$ cat config.mk
export PLATFORM = sky130hd
export DESIGN_NAME = amstrad_crtc
export DESIGN_NICKNAME = d
export VERILOG_FILES = /design/src/rtl/amstrad_crtc_pkg.sv /design/src/rtl/amstrad_crtc_regs.sv /design/src/rtl/amstrad_crtc.sv
export SDC_FILE = /design/constraint.sdc
export NUM_CORES = 1
export LEC_CHECK = 0
export ABC_CLOCK_PERIOD_IN_PS = 3600
export BUFFER_PORTS_ARGS = -buffer_cell sky130_fd_sc_hd__buf_2
export CAP_MARGIN = 20
export CORE_MARGIN = 8
export CORE_UTILIZATION = 50
export DETAILED_ROUTE_END_ITERATION = 8
export MAX_ROUTING_LAYER = met4
export PLACE_DENSITY = 0.71
export SYNTH_ARGS = -nofsm -noshare
export SYNTH_HDL_FRONTEND = slang
export SYNTH_SLANG_ARGS = --single-unit
$ cat constraint.sdc
create_clock -name CLK -period 3.6 [get_ports CLK]
set_input_delay 0.72 -clock CLK [delete_from_list [all_inputs] [get_ports CLK]]
set_output_delay 0.72 -clock CLK [all_outputs]
set_load 0.005 [all_outputs]
$ cat src/rtl/amstrad_crtc_pkg.sv
// Shared definitions for the UM6845R (type 1) CRTC model: register indices,
// reset values, write masks and the vertical frame state.
package amstrad_crtc_pkg;

    localparam int unsigned NUM_REGS = 16;

    localparam logic [4:0] R_HTOTAL  = 5'd0;
    localparam logic [4:0] R_HDISP   = 5'd1;
    localparam logic [4:0] R_HSPOS   = 5'd2;
    localparam logic [4:0] R_SYNCW   = 5'd3;
    localparam logic [4:0] R_VTOTAL  = 5'd4;
    localparam logic [4:0] R_VADJ    = 5'd5;
    localparam logic [4:0] R_VDISP   = 5'd6;
    localparam logic [4:0] R_VSPOS   = 5'd7;
    localparam logic [4:0] R_ILACE   = 5'd8;
    localparam logic [4:0] R_MAXRAS  = 5'd9;
    localparam logic [4:0] R_CSTART  = 5'd10;
    localparam logic [4:0] R_CEND    = 5'd11;
    localparam logic [4:0] R_SADDR_H = 5'd12;
    localparam logic [4:0] R_SADDR_L = 5'd13;
    localparam logic [4:0] R_CURS_H  = 5'd14;
    localparam logic [4:0] R_CURS_L  = 5'd15;
    localparam logic [4:0] R_LPEN_H  = 5'd16;
    localparam logic [4:0] R_LPEN_L  = 5'd17;
    localparam logic [4:0] R_ALL_ONE = 5'd31;

    typedef logic [NUM_REGS-1:0][7:0] reg_file_t;

    // Listed from R15 down to R0.
    localparam reg_file_t REG_RESET = {
        8'h00, 8'h00, 8'h00, 8'h30,
        8'h00, 8'h00, 8'h07, 8'h00,
        8'd30, 8'd25, 8'd0,  8'd38,
        8'h8E, 8'd46, 8'd40, 8'd63
    };

    // Implemented bits per register, R15 down to R0.
    localparam reg_file_t REG_MASK = {
        8'hFF, 8'h3F, 8'hFF, 8'h3F,
        8'h1F, 8'h7F, 8'h1F, 8'h03,
        8'h7F, 8'h7F, 8'h1F, 8'h7F,
        8'hFF, 8'hFF, 8'hFF, 8'hFF
    };

    typedef enum logic {S_ROWS, S_ADJUST} frame_state_t;

    // Frame start address {R12[5:0], R13}.
    function automatic logic [13:0] start_addr(input reg_file_t r);
        return {r[R_SADDR_H[3:0]][5:0], r[R_SADDR_L[3:0]]};
    endfunction

endpackage

$ cat src/rtl/amstrad_crtc_regs.sv
// CPU-facing register file: address register, masked register storage and
// the registered read-back mux.
module amstrad_crtc_regs
    import amstrad_crtc_pkg::*;
(
    input  logic       clk,
    input  logic       rst_n,
    input  logic       cpu_en,
    input  logic       rs,
    input  logic       r_nw,
    input  logic [7:0] di,
    input  logic       vblank,
    output logic [7:0] rdata,
    output reg_file_t  regs
);

    logic [4:0] ar_q;
    reg_file_t  regs_q;
    logic [7:0] rdata_q;
    logic [7:0] rd_mux;

    // Read value for the current access: status on RS=0, sparse data otherwise.
    always_comb begin
        rd_mux = 8'h00;
        if (!rs) begin
            rd_mux = {2'b00, vblank, 5'b00000};
        end else begin
            case (ar_q)
                R_CURS_H:  rd_mux = regs_q[R_CURS_H[3:0]];
                R_CURS_L:  rd_mux = regs_q[R_CURS_L[3:0]];
                R_ALL_ONE: rd_mux = 8'hFF;
                default:   rd_mux = 8'h00;
            endcase
        end
    end

    // CPU strobe handling; registers above R15 do not exist and drop writes.
    always_ff @(posedge clk or negedge rst_n) begin
        if (!rst_n) begin
            ar_q    <= 5'd0;
            regs_q  <= REG_RESET;
            rdata_q <= 8'h00;
        end else if (cpu_en) begin
            if (r_nw) begin
                rdata_q <= rd_mux;
            end else if (!rs) begin
                ar_q <= di[4:0];
            end else if (!ar_q[4]) begin
                regs_q[ar_q[3:0]] <= di & REG_MASK[ar_q[3:0]];
            end
        end
    end

    assign rdata = rdata_q;
    assign regs  = regs_q;

endmodule

$ cat src/rtl/amstrad_crtc.sv
// UM6845R (type 1) CRTC: character/raster counters, MA/RA generation and
// HSYNC/VSYNC/DE for the CPC gate array. Outputs describe the character
// that was current on the CE that registered them.
module amstrad_crtc
    import amstrad_crtc_pkg::*;
#(
    parameter int unsigned VSYNC_LINES = 16,
    parameter int unsigned MA_W        = 14
) (
    input  logic            CLK,
    input  logic            RESET_N,
    input  logic            CE,
    input  logic            CPU_EN,
    input  logic            RS,
    input  logic            R_NW,
    input  logic [7:0]      DI,
    output logic [7:0]      DO,
    output logic            HSYNC,
    output logic            VSYNC,
    output logic            DE,
    output logic [MA_W-1:0] MA,
    output logic [4:0]      RA
);

    localparam int unsigned VS_W = $clog2(VSYNC_LINES + 1);

    reg_file_t crtc_regs;
    logic      vblank;

    amstrad_crtc_regs u_regs (
        .clk    (CLK),
        .rst_n  (RESET_N),
        .cpu_en (CPU_EN),
        .rs     (RS),
        .r_nw   (R_NW),
        .di     (DI),
        .vblank (vblank),
        .rdata  (DO),
        .regs   (crtc_regs)
    );

    logic [7:0] r_htotal, r_hdisp, r_hspos, r_syncw, r_vtotal, r_vadj;
    logic [7:0] r_vdisp, r_vspos, r_maxras;

    assign r_htotal = crtc_regs[R_HTOTAL[3:0]];
    assign r_hdisp  = crtc_regs[R_HDISP[3:0]];
    assign r_hspos  = crtc_regs[R_HSPOS[3:0]];
    assign r_syncw  = crtc_regs[R_SYNCW[3:0]];
    assign r_vtotal = crtc_regs[R_VTOTAL[3:0]];
    assign r_vadj   = crtc_regs[R_VADJ[3:0]];
    assign r_vdisp  = crtc_regs[R_VDISP[3:0]];
    assign r_vspos  = crtc_regs[R_VSPOS[3:0]];
    assign r_maxras = crtc_regs[R_MAXRAS[3:0]];

    // Bits the timing logic never looks at (type 1 ignores R3[7:4], no cursor).
    logic unused_regs;
    assign unused_regs = ^{r_syncw[7:4], r_vtotal[7], r_vadj[7:5], r_vdisp[7], r_vspos[7],
                           r_maxras[7:5], crtc_regs[R_SADDR_H[3:0]][7:6],
                           crtc_regs[R_ILACE[3:0]], crtc_regs[R_CSTART[3:0]],
                           crtc_regs[R_CEND[3:0]], crtc_regs[R_CURS_H[3:0]],
                           crtc_regs[R_CURS_L[3:0]]};

    logic [7:0]      hcc_q, hcc_d;
    logic [6:0]      vcc_q, vcc_d;
    logic [4:0]      vlc_q, vlc_d;
    logic [4:0]      vtac_q, vtac_d;
    frame_state_t    state_q, state_d;
    logic [MA_W-1:0] ma_row_q, ma_row_d;
    logic [3:0]      hs_rem_q, hs_rem_d;
    logic [VS_W-1:0] vs_rem_q, vs_rem_d, vs_dec;

    logic            line_end, new_frame;
    logic            hs_now, vs_now, de_now;
    logic [MA_W-1:0] ma_now, frame_start;
    logic [4:0]      ra_now;

    logic            hsync_q, vsync_q, de_q;
    logic [MA_W-1:0] ma_q;
    logic [4:0]      ra_q;

    assign frame_start = MA_W'(start_addr(crtc_regs));
    assign line_end    = (hcc_q == r_htotal);
    assign vblank      = !((state_q == S_ROWS) && (vcc_q < r_vdisp[6:0]));

    // Horizontal, raster and row counters plus the rows/adjust frame state.
    always_comb begin
        hcc_d     = line_end ? 8'd0 : hcc_q + 8'd1;
        vcc_d     = vcc_q;
        vlc_d     = vlc_q;
        vtac_d    = vtac_q;
        state_d   = state_q;
        ma_row_d  = ma_row_q;
        new_frame = 1'b0;
        if (line_end) begin
            unique case (state_q)
                S_ROWS: begin
                    if (vlc_q == r_maxras[4:0]) begin
                        vlc_d    = 5'd0;
                        vcc_d    = vcc_q + 7'd1;
                        ma_row_d = ma_row_q + MA_W'(r_hdisp);
                        if (vcc_q == r_vtotal[6:0]) begin
                            if (r_vadj[4:0] != 5'd0) begin
                                state_d = S_ADJUST;
                                vtac_d  = 5'd0;
                            end else begin
                                new_frame = 1'b1;
                            end
                        end
                    end else begin
                        vlc_d = vlc_q + 5'd1;
                    end
                end
                S_ADJUST: begin
                    // >= rather than == so a mid-adjust R5 decrease cannot run away.
                    if (({1'b0, vtac_q} + 6'd1) >= {1'b0, r_vadj[4:0]}) begin
                        new_frame = 1'b1;
                    end else begin
                        vtac_d = vtac_q + 5'd1;
                    end
                end
                default: ;
            endcase
            if (new_frame) begin
                vcc_d    = 7'd0;
                vlc_d    = 5'd0;
                vtac_d   = 5'd0;
                state_d  = S_ROWS;
                ma_row_d = frame_start;
            end
        end
    end

    // Output values for the current character and the sync width counters.
    always_comb begin
        hs_rem_d = hs_rem_q;
        hs_now   = 1'b0;
        if (hs_rem_q != 4'd0) begin
            hs_now   = 1'b1;
            hs_rem_d = hs_rem_q - 4'd1;
        end else if ((hcc_q == r_hspos) && (r_syncw[3:0] != 4'd0)) begin
            hs_now   = 1'b1;
            hs_rem_d = r_syncw[3:0] - 4'd1;
        end

        // vs_rem counts lines still to run, including the current one.
        vs_dec   = (vs_rem_q != '0) ? vs_rem_q - VS_W'(1) : '0;
        vs_rem_d = vs_rem_q;
        if (hcc_q == 8'd0) begin
            vs_rem_d = vs_dec;
            if ((vs_dec == '0) && (vcc_q == r_vspos[6:0]) && (vlc_q == 5'd0)) begin
                vs_rem_d = VS_W'(VSYNC_LINES);
            end
        end
        vs_now = (vs_rem_d != '0);

        de_now = (hcc_q < r_hdisp) && (vcc_q < r_vdisp[6:0]) && (state_q == S_ROWS);
        ma_now = ma_row_q + MA_W'(hcc_q);
        ra_now = (state_q == S_ROWS) ? vlc_q : vtac_q;
    end

    // State and output registers, advanced only on the character clock.
    always_ff @(posedge CLK or negedge RESET_N) begin
        if (!RESET_N) begin
            hcc_q    <= 8'd0;
            vcc_q    <= 7'd0;
            vlc_q    <= 5'd0;
            vtac_q   <= 5'd0;
            state_q  <= S_ROWS;
            ma_row_q <= MA_W'(start_addr(REG_RESET));
            hs_rem_q <= 4'd0;
            vs_rem_q <= '0;
            hsync_q  <= 1'b0;
            vsync_q  <= 1'b0;
            de_q     <= 1'b0;
            ma_q     <= MA_W'(start_addr(REG_RESET));
            ra_q     <= 5'd0;
        end else if (CE) begin
            hcc_q    <= hcc_d;
            vcc_q    <= vcc_d;
            vlc_q    <= vlc_d;
            vtac_q   <= vtac_d;
            state_q  <= state_d;
            ma_row_q <= ma_row_d;
            hs_rem_q <= hs_rem_d;
            vs_rem_q <= vs_rem_d;
            hsync_q  <= hs_now;
            vsync_q  <= vs_now;
            de_q     <= de_now;
            ma_q     <= ma_now;
            ra_q     <= ra_now;
        end
    end

    assign HSYNC = hsync_q;
    assign VSYNC = vsync_q;
    assign DE    = de_q;
    assign MA    = ma_q;
    assign RA    = ra_q;

endmodule

# After elaboration in Yosys (flattened, before gate mapping)
# Memories as Yosys holds them, arrays and structs flattened.
# Cells that the tools add are included.
classes:
  mul: 0
  div_mod_pow: 0
  bitwise_logic: 5
  n_reduce_logical: 26
  n_mux: 41
  n_lt_le_gt_ge: 5
  eq_ne: 13
  shift: 0
  add_sub_neg: 10
op_table:
  columns: ["cell", "n"]
  rows:
  - ["bitwise mux 128 bit", 1]
  - ["two-way mux 5 bit", 12]
  - ["two-way mux 14 bit", 3]
  - ["demux 8 bit (select 4 bit)", 1]
  - ["two-way mux 8 bit", 4]
  - ["adder 14 x 8 -> 14 bit", 2]
  - ["case mux 8 bit (3 select lines)", 1]
  - ["two-way mux 7 bit", 3]
  - ["equality test 8 bit", 2]
  - ["nonzero test 5 bit", 3]
  - ["equality test 7 bit", 2]
  - ["two-way mux 1 bit", 12]
  - ["adder 5 x 1 -> 5 bit, second input constant", 2]
  - ["equality test 5 x 4 -> 1 bit, second input constant", 2]
  - ["logical NOT 5 bit", 2]
  - ["case mux 5 bit (2 select lines)", 1]
  - ["!= test 3 x 1 -> 1 bit, second input constant", 3]
  - ["adder 8 x 1 -> 8 bit, second input constant", 1]
  - ["AND 8 bit", 1]
  - ["logical NOT 8 bit", 1]
  - ["less-than comparator 8 bit", 1]
  - ["two-way mux 4 bit", 2]
  - ["AND reduction 4 bit", 2]
  - ["nonzero test 4 bit", 2]
  - ["other kinds (20)", 34]
word_totals:
  input_bits: 14
  latch_bits: 0
  ram_bits: 0
  word_cells: 132
  romBits: 128
  regBits: 212
  memories: 1
  out_inout_bits: 30
mem_list:
  columns: ["memory", "depth", "word_bits", "read_ports", "rd_clocked_by_memory_dff", "wr", "line_no", "text"]
  rows:
  - ["(no name shown)", 16, 8, 1, 0, 0, "amstrad_crtc_regs.sv:49", "regs_q[ar_q[3:0]] <= di & REG_MASK[ar_q[3:0]];"]

# Logic depth before layout (Yosys ltp)
# Gate-level depths: netlist of the first run.
logic_depth:
  word_depth: 8
  ltp_mapped: 11
  ltp_nobuf: 9

# Cells and area by module
# A second synthesis of the first run with hierarchy kept.
unflattened:
  hier_cells: 937
  hier_area_um2: 10766.6
modules_own_cells:
  columns: ["module", "seq_area_each_um2", "instances", "area_each_um2", "cells_each"]
  rows:
  - ["amstrad_crtc_regs", 3567.2, 1, 5706.7, 371]
  - ["amstrad_crtc", 1781.7, 1, 5059.9, 566]

# Worst setup path before layout of the first run
# OpenSTA, ideal clock, no wires.
synth_path:
  path_type: "reg-to-reg"
  startpoint: "reg vtac_q[0]"
  endpoint: "reg ma_row_q[8]"
  stages_incl_launch_ff: 11
  arrival_ps: 2365
  required_ps: 3471
  period_less_slack_ps: 2495
  n_path_buf: 1
  slack_ps: 1105
  setup_ps: 129
  path_cell_list: "dfrtp_1 -> ha_1 -> xor2_1 -> ha_1 -> a21o_1 -> a31oi_1 -> o221ai_2 -> a21oi_1 -> buf_4 -> mux2i_1 -> o2bb2ai_1"
synth_between:
  elab_chain_cells: 7
  word_cells_on_any_way: 9
  classes_between: "add/sub: 1; order compare: 1; eq/ne: 1; mux: 4; reduce/logical: 2"
synth_rtl:
  columns: ["element", "line_no", "text"]
  rows:
  - ["start, declared", "amstrad_crtc.sv:66", "logic [4:0] vtac_q, vtac_d;"]
  - ["start signal, assigned", "amstrad_crtc.sv:181", "vtac_q <= vtac_d;"]
  - ["adder 5 x 1 -> 6 bit (*)", "amstrad_crtc.sv:115", "if (({1'b0, vtac_q} + 6'd1) >= {1'b0, r_vadj[4:0]}) begin"]
  - ["greater-or-equal comparator 6 x 5 -> 1 bit (*)", "amstrad_crtc.sv:115", null]
  - ["two-way mux 1 bit (*)", "amstrad_crtc.sv:115", null]
  - ["case mux 1 bit (2 select lines) (*)", "amstrad_crtc.sv:95", "unique case (state_q)"]
  - ["two-way mux 1 bit (*)", "amstrad_crtc.sv:94", "if (line_end) begin"]
  - ["!= test 2 x 1 -> 1 bit (no line) / nonzero test 2 bit (equally long branches)", null, null]
  - ["AND reduction 4 bit (no line)", null, null]
  - ["end signal, assigned", "amstrad_crtc.sv:169", "ma_row_q <= MA_W'(start_addr(REG_RESET));"]
  - ["end signal, assigned", "amstrad_crtc.sv:183", "ma_row_q <= ma_row_d;"]
  - ["end, declared", "amstrad_crtc.sv:68", "logic [MA_W-1:0] ma_row_q, ma_row_d;"]
# Every way passes the cells marked *; elsewhere a longest branch is shown, timed or not. The select of a mux whose other input is x is not followed.
# A chain may end at the register's enable or synchronous reset.

# Final worst setup path of the first run
layout_path:
  startpoint: "reg vtac_q[0]"
  endpoint: "reg vcc_q[6]"
layout_between:
  elab_chain_cells: 7
  word_cells_on_any_way: 9
  classes_between: "add/sub: 1; order compare: 1; eq/ne: 1; mux: 4; reduce/logical: 2"
layout_rtl:
  columns: ["element", "line_no", "text"]
  rows:
  - ["adder 5 x 1 -> 6 bit (*)", "amstrad_crtc.sv:115", null]
  - ["greater-or-equal comparator 6 x 5 -> 1 bit (*)", "amstrad_crtc.sv:115", null]
  - ["two-way mux 1 bit (*)", "amstrad_crtc.sv:115", null]
  - ["case mux 1 bit (2 select lines) (*)", "amstrad_crtc.sv:95", null]
  - ["two-way mux 1 bit (*)", "amstrad_crtc.sv:94", null]
  - ["!= test 2 x 1 -> 1 bit (no line) / nonzero test 2 bit (equally long branches)", null, null]
  - ["AND reduction 4 bit (no line)", null, null]
  - ["end signal, assigned", "amstrad_crtc.sv:179", "vcc_q <= vcc_d;"]
  - ["end, declared", "amstrad_crtc.sv:64", "logic [6:0] vcc_q, vcc_d;"]
# Marks and branches as above.

==> results of run 1 <==
kinds of logic after synthesis:
group | synth area share (%)
and+or+nand+nor | 13.4
xor gates and xnor gates | 6.03
AOI/OAI and AO/OA | 12.1
adders and majority gates | 6.09
muxes | 11.6
buffers and inverters | 3.74
DFF | 47.0
synthesized netlist by cell type (6+ instances only):
library cell	n
sky130_fd_sc_hd__xnor2_1	38
sky130_fd_sc_hd__nor2_1	52
sky130_fd_sc_hd__mux2i_1	22
sky130_fd_sc_hd__ha_1	42
sky130_fd_sc_hd__a21oi_1	45
sky130_fd_sc_hd__a21o_1	8
sky130_fd_sc_hd__dfstp_2	34
sky130_fd_sc_hd__xor2_1	26
sky130_fd_sc_hd__o21ai_0	65
sky130_fd_sc_hd__nor4_1	9
sky130_fd_sc_hd__nand3_1	23
sky130_fd_sc_hd__dfrtp_1	139
sky130_fd_sc_hd__clkbuf_1	24
sky130_fd_sc_hd__nand4_1	13
sky130_fd_sc_hd__inv_1	43
sky130_fd_sc_hd__nand2_1	87
sky130_fd_sc_hd__nor2b_1	13
sky130_fd_sc_hd__a22o_1	11
sky130_fd_sc_hd__buf_2	8
sky130_fd_sc_hd__a31oi_1	6
sky130_fd_sc_hd__and2_1	6
sky130_fd_sc_hd__and3_1	17
sky130_fd_sc_hd__mux2_2	76
layout make-up:
type,count,share of cell area [%]
multi-input cells,638,44.4
clock inverters,5,0.765
well taps,234,2.84
repair buffers,51,2.85
clock buffers,27,5.17
inverters,43,1.57
flip-flops and latches,173,42.4
how the worst min path moves through the flow:
stage	end	slack (ns)	depth (start not counted)
after detailed placement	u_regs.regs[52]	0.48	2
after floorplan	DE	0.42	0
after CTS	RA[1]	0.30	1
after global placement	u_regs.regs[100]	0.47	2
final	RA[1]	0.29	1
after global routing	RA[1]	0.32	1
layer usage:
| layer | global-route usage [%] | part of all wire (%) |
|---|---|---|
| met1 | 24.8 | 48 |
| met2 | 30.2 | 46 |
| met3 | 3.72 | 3.8 |
| met4 | 6.38 | 1.7 |
| met5 | - | 0 |
sequential cells by signal, summed over array words and instances (netlist names), 4 cells and up:
signal and count:
u_regs.regs 89, MA 14, ma_row_q 14, hcc_q 8
u_regs.rdata 8, vcc_q 7, RA 5, u_regs.ar_q 5
vlc_q 5, vs_rem_q 5, vtac_q 5, hs_rem_q 4
power by group through the flow:
stage	Sequential, mW	Combinational, mW	Clock [mW]
floorplan	2.79	1.81	0
global placement	2.98	2.20	0
detailed placement	2.99	2.25	0
CTS	2.96	2.27	1.93
global route	3.04	2.52	2.01
finish	2.96	2.24	1.88
through the flow:
stage	setup slack [ns]	area [sq um]	instances	hold WS, ns	util (%)
global route	0.513	10300	1171	0.324	55.9
detailed placement	0.688	9700	1139	0.477	52.5
global placement	0.860	9700	1139	0.466	52.5
finish	0.664	10300	1171	0.285	55.9
floorplan	1.11	9290	892	0.424	-
CTS	0.688	10300	1171	0.305	55.9
==> impl_metrics.yaml, run 1 <==
sta:
  report.final.slew_viol_count: 0
  setup_tns_ns: 0
  max-slew-margin-rel_pct: 50.4
  timing_worst_slew_pin_value_ns: 0.743
  timing_hold_violations_final: 0
  min_period_over_period_pct: 81.6
  fmax_ghz: 0.341
  finClkSkew_ns: 0.0119
  timing.final.crit_period_ns: 2.94
  timing.final.setup_violations: 0
  rsz_0062_raised_after_global_routing: "false"
synth:
  synthesis.area_per_instance_sq_um: 10.4
  post_synth_main_area_contributors: "sky130_fd_sc_hd__dfrtp_1 37%, sky130_fd_sc_hd__dfstp_2 9.6%, sky130_fd_sc_hd__mux2_2 9.2%"
  netlist.area_leader.share_pct: 37.4
  sequential_cell_area_fraction_in_the_yosys_report_pct: 47.0
  yosys_warnings: 0
  synthFlopType: "sky130_fd_sc_hd__dfrtp_1"
  synth_cells: 892
  synth_edf_count: 0
  yosys.cell_types.count: 60
  post-synth-top-area-cell: "sky130_fd_sc_hd__dfrtp_1"
  syn_nets: 950
  postSynth.asyncResetShare_pct: 100
  netlist_area_sq_um: 9290
  synth_seq_cells: 173
final_layout:
  final-seq-area_sq_um: 4370
  layout.nets: 982
  layout.filler_cells: 1592
  layout.cells.most_common_list: "139 x sky130_fd_sc_hd__dfrtp_1, 87 x sky130_fd_sc_hd__nand2_1, 76 x sky130_fd_sc_hd__mux2_2"
  drive_gt1_share_pct: 21.3
  area_overhead_of_the_layout_relative_to_synthesis_pct: 10.9
  num_antenna_cells: 0
  mostFrequentLayoutCell: "sky130_fd_sc_hd__dfrtp_1"
  multi_input_comb_area_sq_um: 4580
power:
  total_leakage_power_nw: 4.76
  power.sequential.fraction_pct: 41.8
  powerDensity_nw_per_um2: 688
  clock_power_share_pct: 26.6
  ir_drop_uv: 423
  internal_power_mw: 4.68
  sw_frac_of_total_pct: 34.0
  finalPower_mw: 7.09
  share_comb_of_total_power_pct: 31.6
  total_switching_power_mw: 2.41
worst_setup_path:
  timing.setup.critical_path_class: "reg -> reg"
  critPathBufInv: 1
  worstReg2RegEnd: "vcc_q[6]"
  cp.depth: 10
  reg2reg_depth: 10
  cp_data_required_time_ns: 3.95
  timing.critical_path.from: "vtac_q[0]"
  worstReg2RegStart: "vtac_q[0]"
  reg2reg_slack_ns: 0.66
  crit_path_start_kind: "flip-flop"
  cp_cell_sequence: "ha_1 > nand3_1 > xnor2_1 > ha_1 > nand3_1 > o221ai_2 > o21ai_2 > buf_4 > or4_1 > a21oi_1"
  max_stage_delay_ns: 0.49
  endpoint_kind: "flip-flop"
  timing.critical_path.fanout_max: 31
  capture_point_of_the_critical_path: "vcc_q[6]"
  cp_top_family: "simple AND/OR/NAND/NOR gates"
  timing.critical_path.arrival_ns: 3.29
  critical_path.slowest_cell: "sky130_fd_sc_hd__or4_1"
grt:
  total_overflow_reported_by_the_global_router: 0
  grt_pass1_wl_um: 35100
  grt_pass1_vias: 6568
  grt_use_total_pct: 19.3
  largest_net_degree_at_the_start_of_global_routing: 92
  antenna_found_initial: 0
floorplanning:
  initial_utilization_pct: 50.4
  core_area_sq_um: 18500
  die_width_um: 152
  num_io_pins: 44
  floorplan.die_area_sq_um: 23200
  chipHeight_um: 152
  fp-row-count: 50
clocking:
  cts_tree: "done"
  ctsHoldBuffers: 0
  cts_setup_buffers: 0
  max-clock-path-buffers: 2
  post_cts_resized: 0
  clk_root_buffer_cell: "sky130_fd_sc_hd__clkbuf_16"
  cts.sinks: 173
  clk_pin_slew_ns: 0.06
  clock_buffer_count_from_cts: 17
  worstSkewPairLatency_ns: 0.43
  htree_num_levels: 4
place:
  port-buffer-count: 43
  gp_weighted_congestion: 0.859
  place_hpwl_um: 14600
worst_hold_path:
  hold_class: "in -> async"
detailed_routing:
  routedWlPerCell_um: 17.8
  route.antenna.remaining_nets: 0
  drt_pre_antenna_iters: 5
  post_drt_via_cell_ratio: 5.69
  count_of_unresolved_drc_violations_after_routing: 0
  route.vias.total: 6665
  detail_route.iter0.violations: 404
  detail_route.wirelength_um: 20800
flow_run:
  cap_violations: 0
run_status:
  run_status: "finished, final reports clean"
Power figures use the tool's default switching activity.
==> inputs of run 2 (changes only) <==
Settings changed: ABC_CLOCK_PERIOD_IN_PS 3600 to 2550, PLACE_DENSITY 0.71 to 0.74.
Clock period 3.6 ns to 2.55 ns, I/O delays scaled along.
==> impl_metrics.yaml, run 2 (synthesis gave the netlist of run 1 again) <==
run_status:
  run_status: "finished, final reports clean"
worst_setup_path:
  timing.setup.critical_path_class: "reg -> reg"
  endpoint_kind: "flip-flop"
  timing.critical_path.fanout_max: 17
  cp_data_required_time_ns: 2.87
  crit_path_start_kind: "flip-flop"
  timing.critical_path.arrival_ns: 2.74
sta:
  report.final.slew_viol_count: 0
  finClkSkew_ns: 0.00739
  fmax_ghz: 0.414
  timing.final.crit_period_ns: 2.42
  max-slew-margin-rel_pct: 49.5
  timing_worst_slew_pin_value_ns: 0.756
  timing.final.setup_violations: 0
  timing_hold_violations_final: 0
  min_period_over_period_pct: 94.7
  setup_tns_ns: 0
  layout_setup_ws_ns: 0.135
clocking:
  worstSkewPairLatency_ns: 0.44
  clk_root_buffer_cell: "sky130_fd_sc_hd__clkbuf_16"
  clock_buffer_count_from_cts: 17
  clk_pin_slew_ns: 0.06
  cts.sinks: 173
  cts_tree: "done"
  max-clock-path-buffers: 2
  htree_num_levels: 4
floorplanning:
  core_area_sq_um: 18500
  num_io_pins: 44
  fp-row-count: 50
  die_width_um: 152
  chipHeight_um: 152
  floorplan.die_area_sq_um: 23200
  initial_utilization_pct: 50.4
place:
  gp_weighted_congestion: 0.877
  port-buffer-count: 43
  place_hpwl_um: 15700
  detailedPlace.worstSlack_ns: -0.0237
grt:
  grt_pass1_vias: 7024
  total_overflow_reported_by_the_global_router: 0
  largest_net_degree_at_the_start_of_global_routing: 67
  antenna_found_initial: 0
  grt_pass1_wl_um: 36200
  grt_use_total_pct: 19.9
worst_hold_path:
  hold_class: "in -> async"
final_layout:
  number_of_flip_flops_in_the_largest_register: 89
  layout.filler_cells: 1538
  num_antenna_cells: 0
  drive_gt1_share_pct: 24.6
  layout.nets: 1010
  mostFrequentLayoutCell: "sky130_fd_sc_hd__dfrtp_1"
  layout.cells.most_common_list: "139 x sky130_fd_sc_hd__dfrtp_1, 87 x sky130_fd_sc_hd__nand2_1, 76 x sky130_fd_sc_hd__mux2_2"
  area_overhead_of_the_layout_relative_to_synthesis_pct: 14.6
power:
  finalPower_mw: 10.5
  ir_drop_uv: 608
  powerDensity_nw_per_um2: 987
  total_leakage_power_nw: 4.94
detailed_routing:
  post_drt_via_cell_ratio: 5.75
  route.vias.total: 6889
  detail_route.wirelength_um: 21900
  count_of_unresolved_drc_violations_after_routing: 0
  detail_route.iter0.violations: 474
  route.antenna.remaining_nets: 0
  routedWlPerCell_um: 18.3
  drt_pre_antenna_iters: 5
flow_run:
  cap_violations: 0
-- run 2: cell types whose count changed in the layout (fill, tap and decap cells not counted), sizes merged --
| cell | previous run | this run |
|---|---|---|
| buf | 51 | 79 |
| bufinv | 2 | 4 |
| clkbuf | 27 | 18 |
| clkinv | 3 | 7 |
| inv | 43 | 46 |
-- run 2: worst paths after layout --
kind	from	slack, ns	end	cells after the start
worst max register to register	vtac_q[1]	0.13	ma_row_q[2]	10
max in group asynchronous	RESET_N	1.69	u_regs.regs[13]	2
worst max-delay path	vtac_q[1]	0.13	ma_row_q[2]	10
worst min-delay path	RESET_N	0.08	RA[1]	1
min in group CLK	DI[4]	0.35	u_regs.ar_q[4]	2
worst min register to register	u_regs.regs[100]	0.48	u_regs.regs[100]	2
-- run 2: stage by stage --
step | hold slack (ns) | instances | util (%) | cell area, sq um
2_1_floorplan | 0.214 | 892 | - | 9290
3_3_place_gp | 0.468 | 1164 | 53.8 | 9920
3_5_place_dp | 0.476 | 1164 | 53.8 | 9920
4_1_cts | 0.104 | 1197 | 57.3 | 10600
5_1_grt | 0.137 | 1199 | 57.7 | 10600
6_report | 0.0776 | 1199 | 57.7 | 10600
-- run 2: layer usage --
layer  vias to the layer above  track usage (%)  routed length, um
li1                       3268                -                  -
met1                      3411             25.5              10100
met2                       174             31.0              10300
met3                        36             3.49                988
met4                         0             7.81                505
met5                         -                -                  0
-- run 2: critical path, cell delays in order, from the launching register on --
cell,delay (ns)
sky130_fd_sc_hd__dfrtp_1,0.41
sky130_fd_sc_hd__ha_4,0.19
sky130_fd_sc_hd__xor2_1,0.14
sky130_fd_sc_hd__ha_1,0.31
sky130_fd_sc_hd__a21o_1,0.19
sky130_fd_sc_hd__a31oi_4,0.19
sky130_fd_sc_hd__o221ai_4,0.20
sky130_fd_sc_hd__a21oi_4,0.20
sky130_fd_sc_hd__buf_12,0.18
sky130_fd_sc_hd__mux2i_1,0.20
sky130_fd_sc_hd__o21ai_0,0.08
-- run 2: timing repair --
| item | CTS | global route |
|---|---|---|
| setup buffers | 1 | 2 |
| hold buffers | 0 | 0 |
| endpoints found under the hold margin | 0 | 0 |
| resized for setup | 2 | 9 |
| endpoints found under the setup margin | 9 | 21 |
| pin swaps | 1 | 5 |
-- run 2: report_power, final --
group	switching, mW	internal [mW]	total (mW)
Combinational	1.91	1.70	3.61
Clock	1.11	1.67	2.78
Sequential	0.615	3.50	4.12
-- run 2: area by class of cell --
cell class              instances  area, sq um  share of cell area (%)
inverters                      43          161                    1.52
repair buffers                 79          542                    5.09
flip-flops and latches        173         4370                    41.1
multi-input cells             638         4650                    43.7
clock buffers                  18          439                    4.13
clock inverters                14          189                    1.77
well taps                     234          293                    2.75
